**src/rtl/arb2_pkg.sv**
```systemverilog
// Shared constants for the two-source grant arbiter.
// State encodings and mux select values used by arb2_sel.
package arb2_pkg;
    localparam logic [1:0] ST_IDLE  = 2'd0;
    localparam logic [1:0] ST_GNT_A = 2'd1;
    localparam logic [1:0] ST_GNT_B = 2'd2;

    localparam logic SEL_A = 1'b0;
    localparam logic SEL_B = 1'b1;
endpackage

```
**src/rtl/arb2_beat_cnt.sv**
```systemverilog
// Per-grant transfer counter: clear has priority, saturates at all-ones.
// Used by arb2_sel to report beats completed in the current grant.
module arb2_beat_cnt #(
    parameter int CNT_W = 3
) (
    input  logic             clk,
    input  logic             rst_n,
    input  logic             clr,
    input  logic             inc,
    output logic [CNT_W-1:0] cnt
);
    logic [CNT_W-1:0] cnt_q;
    logic [CNT_W-1:0] cnt_d;

    always_comb begin
        cnt_d = cnt_q;
        if (clr) begin
            cnt_d = '0;
        end else if (inc && (cnt_q != {CNT_W{1'b1}})) begin
            cnt_d = cnt_q + CNT_W'(1);
        end
    end

    always_ff @(posedge clk or negedge rst_n) begin
        if (!rst_n) begin
            cnt_q <= '0;
        end else begin
            cnt_q <= cnt_d;
        end
    end

    assign cnt = cnt_q;
endmodule

```
**src/rtl/arb2_sel.sv**
```systemverilog
// Two-source round-robin grant FSM driving a downstream 2:1 mux select.
// Define ARB2_BURST_LOCK_EN to hold a grant for up to BURST_MAX transfers.
module arb2_sel
    import arb2_pkg::*;
#(
    parameter int BURST_MAX = 4,
    parameter int CNT_W     = 3
) (
    input  logic             clk,
    input  logic             rst_n,
    input  logic             req_a,
    input  logic             req_b,
    input  logic             ready,
    output logic             select,
    output logic             valid,
    output logic             gnt_a,
    output logic             gnt_b,
    output logic [CNT_W-1:0] beat_cnt
);
`ifdef ARB2_BURST_LOCK_EN
    localparam bit LOCK_EN = 1'b1;
`else
    localparam bit LOCK_EN = 1'b0;
`endif

    logic [1:0] state_q, state_d;
    logic       last_q, last_d;
    logic       select_q, select_d;
    logic       gnt_a_q, gnt_a_d;
    logic       gnt_b_q, gnt_b_d;

    logic       cur_req, oth_req, xfer;
    logic       burst_room, lock_stay;
    logic       cnt_clr, cnt_inc;
    logic [1:0] other_st;

    always_comb begin
        cur_req    = (state_q == ST_GNT_B) ? req_b : req_a;
        oth_req    = (state_q == ST_GNT_B) ? req_a : req_b;
        other_st   = (state_q == ST_GNT_B) ? ST_GNT_A : ST_GNT_B;
        valid      = ((state_q == ST_GNT_A) && req_a) ||
                     ((state_q == ST_GNT_B) && req_b);
        xfer       = valid && ready;
        burst_room = (int'(beat_cnt) + 1) < BURST_MAX;
        lock_stay  = LOCK_EN && cur_req && burst_room;
    end

    always_comb begin
        state_d = state_q;
        last_d  = last_q;
        cnt_inc = 1'b0;
        case (state_q)
            ST_IDLE: begin
                if (req_a && req_b) begin
                    // Tie goes to whichever source was not served last
                    state_d = (last_q == SEL_B) ? ST_GNT_A : ST_GNT_B;
                end else if (req_a) begin
                    state_d = ST_GNT_A;
                end else if (req_b) begin
                    state_d = ST_GNT_B;
                end
            end
            ST_GNT_A, ST_GNT_B: begin
                if (xfer) begin
                    last_d = (state_q == ST_GNT_B) ? SEL_B : SEL_A;
                    if (lock_stay || (!oth_req && cur_req)) begin
                        cnt_inc = 1'b1;
                    end else if (oth_req) begin
                        state_d = other_st;
                    end else begin
                        state_d = ST_IDLE;
                    end
                end else if (!cur_req) begin
                    state_d = oth_req ? other_st : ST_IDLE;
                end
            end
            default: state_d = ST_IDLE;
        endcase
        cnt_clr = (state_d != state_q);
    end

    always_comb begin
        select_d = select_q;
        if (state_d == ST_GNT_A) begin
            select_d = SEL_A;
        end else if (state_d == ST_GNT_B) begin
            select_d = SEL_B;
        end
        gnt_a_d = (state_d == ST_GNT_A);
        gnt_b_d = (state_d == ST_GNT_B);
    end

    always_ff @(posedge clk or negedge rst_n) begin
        if (!rst_n) begin
            state_q  <= ST_IDLE;
            last_q   <= SEL_B;
            select_q <= SEL_A;
            gnt_a_q  <= 1'b0;
            gnt_b_q  <= 1'b0;
        end else begin
            state_q  <= state_d;
            last_q   <= last_d;
            select_q <= select_d;
            gnt_a_q  <= gnt_a_d;
            gnt_b_q  <= gnt_b_d;
        end
    end

    arb2_beat_cnt #(
        .CNT_W (CNT_W)
    ) u_beat_cnt (
        .clk   (clk),
        .rst_n (rst_n),
        .clr   (cnt_clr),
        .inc   (cnt_inc),
        .cnt   (beat_cnt)
    );

    assign select = select_q;
    assign gnt_a  = gnt_a_q;
    assign gnt_b  = gnt_b_q;
endmodule
```
**config.mk**
```make
export PLATFORM = sky130hd
export DESIGN_NAME = arb2_sel
export DESIGN_NICKNAME = d
export VERILOG_FILES = /design/src/rtl/arb2_pkg.sv /design/src/rtl/arb2_beat_cnt.sv /design/src/rtl/arb2_sel.sv
export SDC_FILE = /design/constraint.sdc
export NUM_CORES = 1
export LEC_CHECK = 0
export BUFFER_PORTS_ARGS = -buffer_cell sky130_fd_sc_hd__buf_2
export CORE_UTILIZATION = 54
export CTS_CLUSTER_SIZE = 16
export DETAILED_ROUTE_END_ITERATION = 10
export PLACE_DENSITY = 0.72
export SLEW_MARGIN = 20
export SYNTH_ARGS = -nofsm -noshare
export SYNTH_HDL_FRONTEND = slang
export SYNTH_HIERARCHICAL = 1
export SYNTH_SLANG_ARGS = --single-unit
```
**constraint.sdc**
```tcl
create_clock -name clk -period 3.24 [get_ports clk]
set_input_delay 0 -clock clk [delete_from_list [all_inputs] [get_ports clk]]
set_output_delay 0 -clock clk [all_outputs]
set_load 0.02 [all_outputs]
```
# Word-level counts from Yosys, hierarchy flattened
# Cells that the tools add are included.
dict set report word_totals {
  register_bits 9
  inputBits 5
  out_inout_bits 7
  wordCells 46
}
dict set report op_classes {
  addsub 1
  eq_ne 6
  mux 20
  n_reduce_logical 13
}
# op n
set op_table {}
lappend op_table {{2-to-1 mux 2 bit} 9}
lappend op_table {{2-to-1 mux 1 bit} 8}
lappend op_table {{logical AND 1 bit} 6}
lappend op_table {{2-to-1 mux 3 bit} 2}
lappend op_table {{equality test 2 x 1 -> 1 bit (second input constant)} 2}
lappend op_table {{equality test 2 bit (second input constant)} 2}
lappend op_table {{case mux 2 bit (2 select lines)} 1}
lappend op_table {{nonzero test 2 bit} 2}
lappend op_table {{adder 3 x 1 -> 3 bit (second input constant)} 1}
lappend op_table {{inequality test 3 bit (second input constant)} 1}
lappend op_table {{zero test 2 bit} 1}
lappend op_table {{inequality test 2 bit} 1}
lappend op_table {{AND reduction 2 bit} 1}
lappend op_table {{OR reduction 2 bit} 1}
lappend op_table {{zero test 1 bit} 1}
lappend op_table {{logical OR 1 bit} 1}

# Logic depth before layout (Yosys ltp)
dict set report logic_depth {
  ltp_word 10
  ltp_mapped 10
  ltp_nobuf 10
}

# Modules after synthesis
# The synthesis kept the hierarchy.
# module n_inst cells_per_inst area_per_inst_um2 seq_area_each_um2
set by_module_without_submodules {}
lappend by_module_without_submodules {arb2_sel 1 68 596.8 151.4}
lappend by_module_without_submodules {arb2_beat_cnt 1 15 183.9 75.1}

# Worst setup path before layout
# OpenSTA, ideal clock, no wires.
dict set report synth_path {
  kind {reg-to-reg}
  start {reg state_q[0]}
  end {reg u_beat_cnt.cnt_q[0], in the netlist u_beat_cnt/cnt[0]}
  setup_time_ns 0.125
  arrival_time_ns 2.244
  required_ns 3.115
  setup_slack_ns 0.870
  path_stages_with_launch 10
  n_path_buf 0
  synth_period_minus_slack_ns 2.370
  cell_sequence {dfrtp_1 -> inv_1 -> ha_1 -> o21ba_1 -> or4b_4 -> a21oi_4 -> nor4_1 -> o221ai_2 -> nor2b_1 -> mux2_4}
}
dict set report synth_between {
  elab_cells_between_ends 28
  cone_classes {eq/ne: 3; mux: 15; reduce/logical: 10}
}
# item line_no
set synth_rtl {}
lappend synth_rtl {{start, declared} arb2_sel.sv:26} ;# logic [1:0] state_q, state_d;
lappend synth_rtl {{start signal, assigned} arb2_sel.sv:101} ;# state_q <= state_d;
lappend synth_rtl {{equality test 2 bit *} arb2_sel.sv:40} ;# other_st = (state_q == ST_GNT_B) ? ST_GNT_A : ST_GNT_B;
lappend synth_rtl {{2-to-1 mux 2 bit *} arb2_sel.sv:40}
lappend synth_rtl {{net other_st[0]} arb2_sel.sv:35} ;# logic [1:0] other_st;
lappend synth_rtl {{2-to-1 mux 2 bit *} {arb2_sel.sv:68, arb2_sel.sv:74}}
lappend synth_rtl {{2-to-1 mux 2 bit, on equally long branches} {arb2_sel.sv:73, arb2_sel.sv:66}}
lappend synth_rtl {{2-to-1 mux 2 bit *} arb2_sel.sv:64} ;# if (xfer) begin
lappend synth_rtl {{case mux 2 bit (2 select lines) *} arb2_sel.sv:52} ;# case (state_q)
lappend synth_rtl {{inequality test 2 bit *} arb2_sel.sv:79} ;# cnt_clr = (state_d != state_q);
lappend synth_rtl {{net cnt_clr} arb2_sel.sv:34} ;# logic cnt_clr, cnt_inc;
lappend synth_rtl {{2-to-1 mux 3 bit or nonzero test 2 bit (tied branches)} -}
lappend synth_rtl {{end signal, assigned} arb2_beat_cnt.sv:28} ;# cnt_q <= cnt_d;
lappend synth_rtl {{end, declared} arb2_beat_cnt.sv:12} ;# logic [CNT_W-1:0] cnt_q;
# The timed path passes the listed nets; every way through them passes the cells marked *.
# A chain may end at the register's enable or synchronous reset.

# Worst setup path in the final report
# Same ends and word-level chain as after synthesis.

==> metrics.yaml <==
post-route-min-period_ps: 2630
design_area_sq_um: 876
tightestPinTransition_ps: 407
drt_wl_total_mm: 1.56
grt_pass1_wl_mm: 2.39
critPathSlowestCell: "or4b_4"
p_clk_frac: 0.120
synth.net_count: 98
cts_max_level: 1
p_total_uw: 716
core-area_sq_um: 1320
antenna_left: 0
gp_congestion: 0.916
cts_buffer_depth: 2
cts_tree: "built"
rrSetupSlack_ps: 610
min_period_over_period: 0.812
p_per_area_nw_per_um2: 817
switching_share: 0.456
port-buffer-count: 11
r2r_cells: 9
cap_violations: 0
fillers: 115
final_net_count: 113
final-setup-viol-count: 0
ys_seq_area_frac: 0.290
drt_iter0_drc: 21
grt_max_degree: 12
worst_setup_path_end_kind: "flop"
p_int_uw: 389
num_antenna_cells: 0
vias: 657
start_util: 0.593
power_frac_seq: 0.260
setup_ws_ps: 609
die_width_um: 40.0
core.rowCount: 13
clock_skew_ps: 2.90
drt-pass1-iter-count: 4
p_comb_frac: 0.619
synth_area_per_cell_sq_um: 9.41
drv_slew: 0
dp.cells: 107
required_ps: 3390
worstSetupPathType: "flop to flop"
hold_violations: 0
final-seq-area_sq_um: 226
insertion_delay_ps: 260
p_leak_nw: 0.430
multiInputGateArea_sq_um: 528
fin_tns_setup_ps: 0
cts_resized: 0
root_buffer: "clkbuf_4"
grt.overflow.total: 0
placed_area_sq_um: 840
wl_per_cell_um: 13.9
finalNonFillerCells: 112
viasPerCell: 5.87
place_ws_ps: 624
first_global_vias: 567
mostFrequentLayoutCells: "buf_2 (11), ha_1 (10), nand2_1 (8), dfrtp_1 (8)"
synthCells: 83
drc: 0
dieArea_sq_um: 1600
crit_chain: "inv_1 > ha_1 > o21ba_1 > or4b_4 > a21oi_4 > nor4_1 > o221ai_2 > nor2b_1 > mux2_4"
hpwl_mm: 1.26
ys_warn_count: 6
status: "finished, final reports clean"
mostFrequentLayoutCell: "buf_2"
synth_cell_types: 32
antenna_found_initial: 0
clk_pin_slew_ps: 60
r2r_end: "u_beat_cnt/cnt[0]"
final_core_util: 0.665
clock_sinks: 9
grt_setup_unrepaired: "no"
cts_buffers: 3
die_y_um: 40.0
path_max_fanout: 9
max_freq_mhz: 380
syn2layout_area_growth_pct: 12.2
grt_usage: 0.232
cp.arrival_ps: 2780
reg2reg_from: "state_q[0]"
irDropWorstVdd_uv: 475
hp-class: "input pin to async pin"
worst_setup_path_start_kind: "flop"
pin_count: 12
synth-seq-cells: 9
slowest_delay_ps: 550
synth_area_sq_um: 781
drive_gt1_frac: 0.247
max_slew_margin: 0.728
p_switching_uw: 327
hold_ws_ps: 120
cts_setup_buffers: 0
[logic make-up (layout without fill, tap and decap cells)]
logic type | after synthesis | count (layout) | share of synthesized area
compound gates | 25 | 25 | 0.231
fa+ha+maj | 10 | 10 | 0.160
buf+inv | 5 | 19 | 0.0336
flops | 9 | 9 | 0.290
mux | 2 | 2 | 0.0336
simple gates | 32 | 32 | 0.252
[layer usage]
layer,share of wire,up-vias,global-route usage
li1,-,327,-
met1,0.47,310,0.283
met2,0.49,20,0.387
met3,0.040,0,0.0833
met4,0,0,0.0517
met5,0,-,0
[power groups by stage]
| stage | registers, mW | logic (mW) | clock network, mW |
|---|---|---|---|
| 5_1_grt | 0.191 | 0.504 | 0.0934 |
| 3_5_place_dp | 0.187 | 0.443 | 0 |
| 4_1_cts | 0.185 | 0.445 | 0.0888 |
| 2_1_floorplan | 0.198 | 0.332 | 0 |
| 6_report | 0.186 | 0.444 | 0.0860 |
| 3_3_place_gp | 0.184 | 0.438 | 0 |
[cell type report]
type | count | area share
Multi-Input combinational cell | 69 | 0.603
Sequential cell | 9 | 0.259
Timing Repair Buffer | 12 | 0.0743
Clock buffer | 4 | 0.0300
Tap cell | 15 | 0.0214
Inverter | 3 | 0.0129
[registers in the layout, summed over array words and instances, names as in the netlist]
name and cells:
u_beat_cnt/cnt 3, state_q 2, gnt_a 1, gnt_b 1
last_q 1, select 1
[synthesized netlist by cell type]
library cell  number  area (sq um)
dfstp_2            1          26.3
o221ai_2           1          15.0
a21oi_1            5          25.0
a31oi_1            1          6.26
nand2b_1           4          25.0
a21o_1             4          30.0
and3b_2            1          10.0
nand4bb_1          2          22.5
o21ai_0            4          20.0
nor3_1             1          5.00
mux2_2             1          11.3
o31a_2             1          10.0
buf_6              1          11.3
o21ai_1            4          20.0
mux2_4             1          15.0
nor4_1             1          6.26
nor2b_4            1          13.8
inv_1              3          11.3
dfrtp_1            8           200
a21oi_4            1          16.3
o21ba_1            1          10.0
nand3_1            3          15.0
o22a_1             1          8.76
clkbuf_1           1          3.75
nand2_1            8          30.0
nor2b_1            3          18.8
or4b_4             1          13.8
and3b_1            2          17.5
nor2_1             5          18.8
a221oi_1           1          8.76
ha_1              10           125
a21bo_2            1          10.0
[worst max-delay path, delay by kind of cell (launching register included)]
family                     cells  cell delay (ps)
and+or+nand+nor                3              720
AOI/OAI and AO/OA              3              590
DFF                            1              510
adders and majority gates      1              300
muxes                          1              270
buffers and inverters          1              130
[worst max-delay path by stage]
stage,end,cells after the start,start
5_1_grt,u_beat_cnt/cnt[0],9,state_q[0]
6_report,u_beat_cnt/cnt[0],9,state_q[0]
3_3_place_gp,u_beat_cnt/cnt[0],9,state_q[0]
2_1_floorplan,u_beat_cnt/cnt[0],9,state_q[0]
4_1_cts,u_beat_cnt/cnt[0],9,state_q[0]
3_5_place_dp,u_beat_cnt/cnt[0],9,state_q[0]
[what timing repair did]
action,CTS,global route
hold buffers,1,0
setup endpoints to repair,0,0
hold endpoints to repair,9,0
Power figures use the tool's default switching activity.
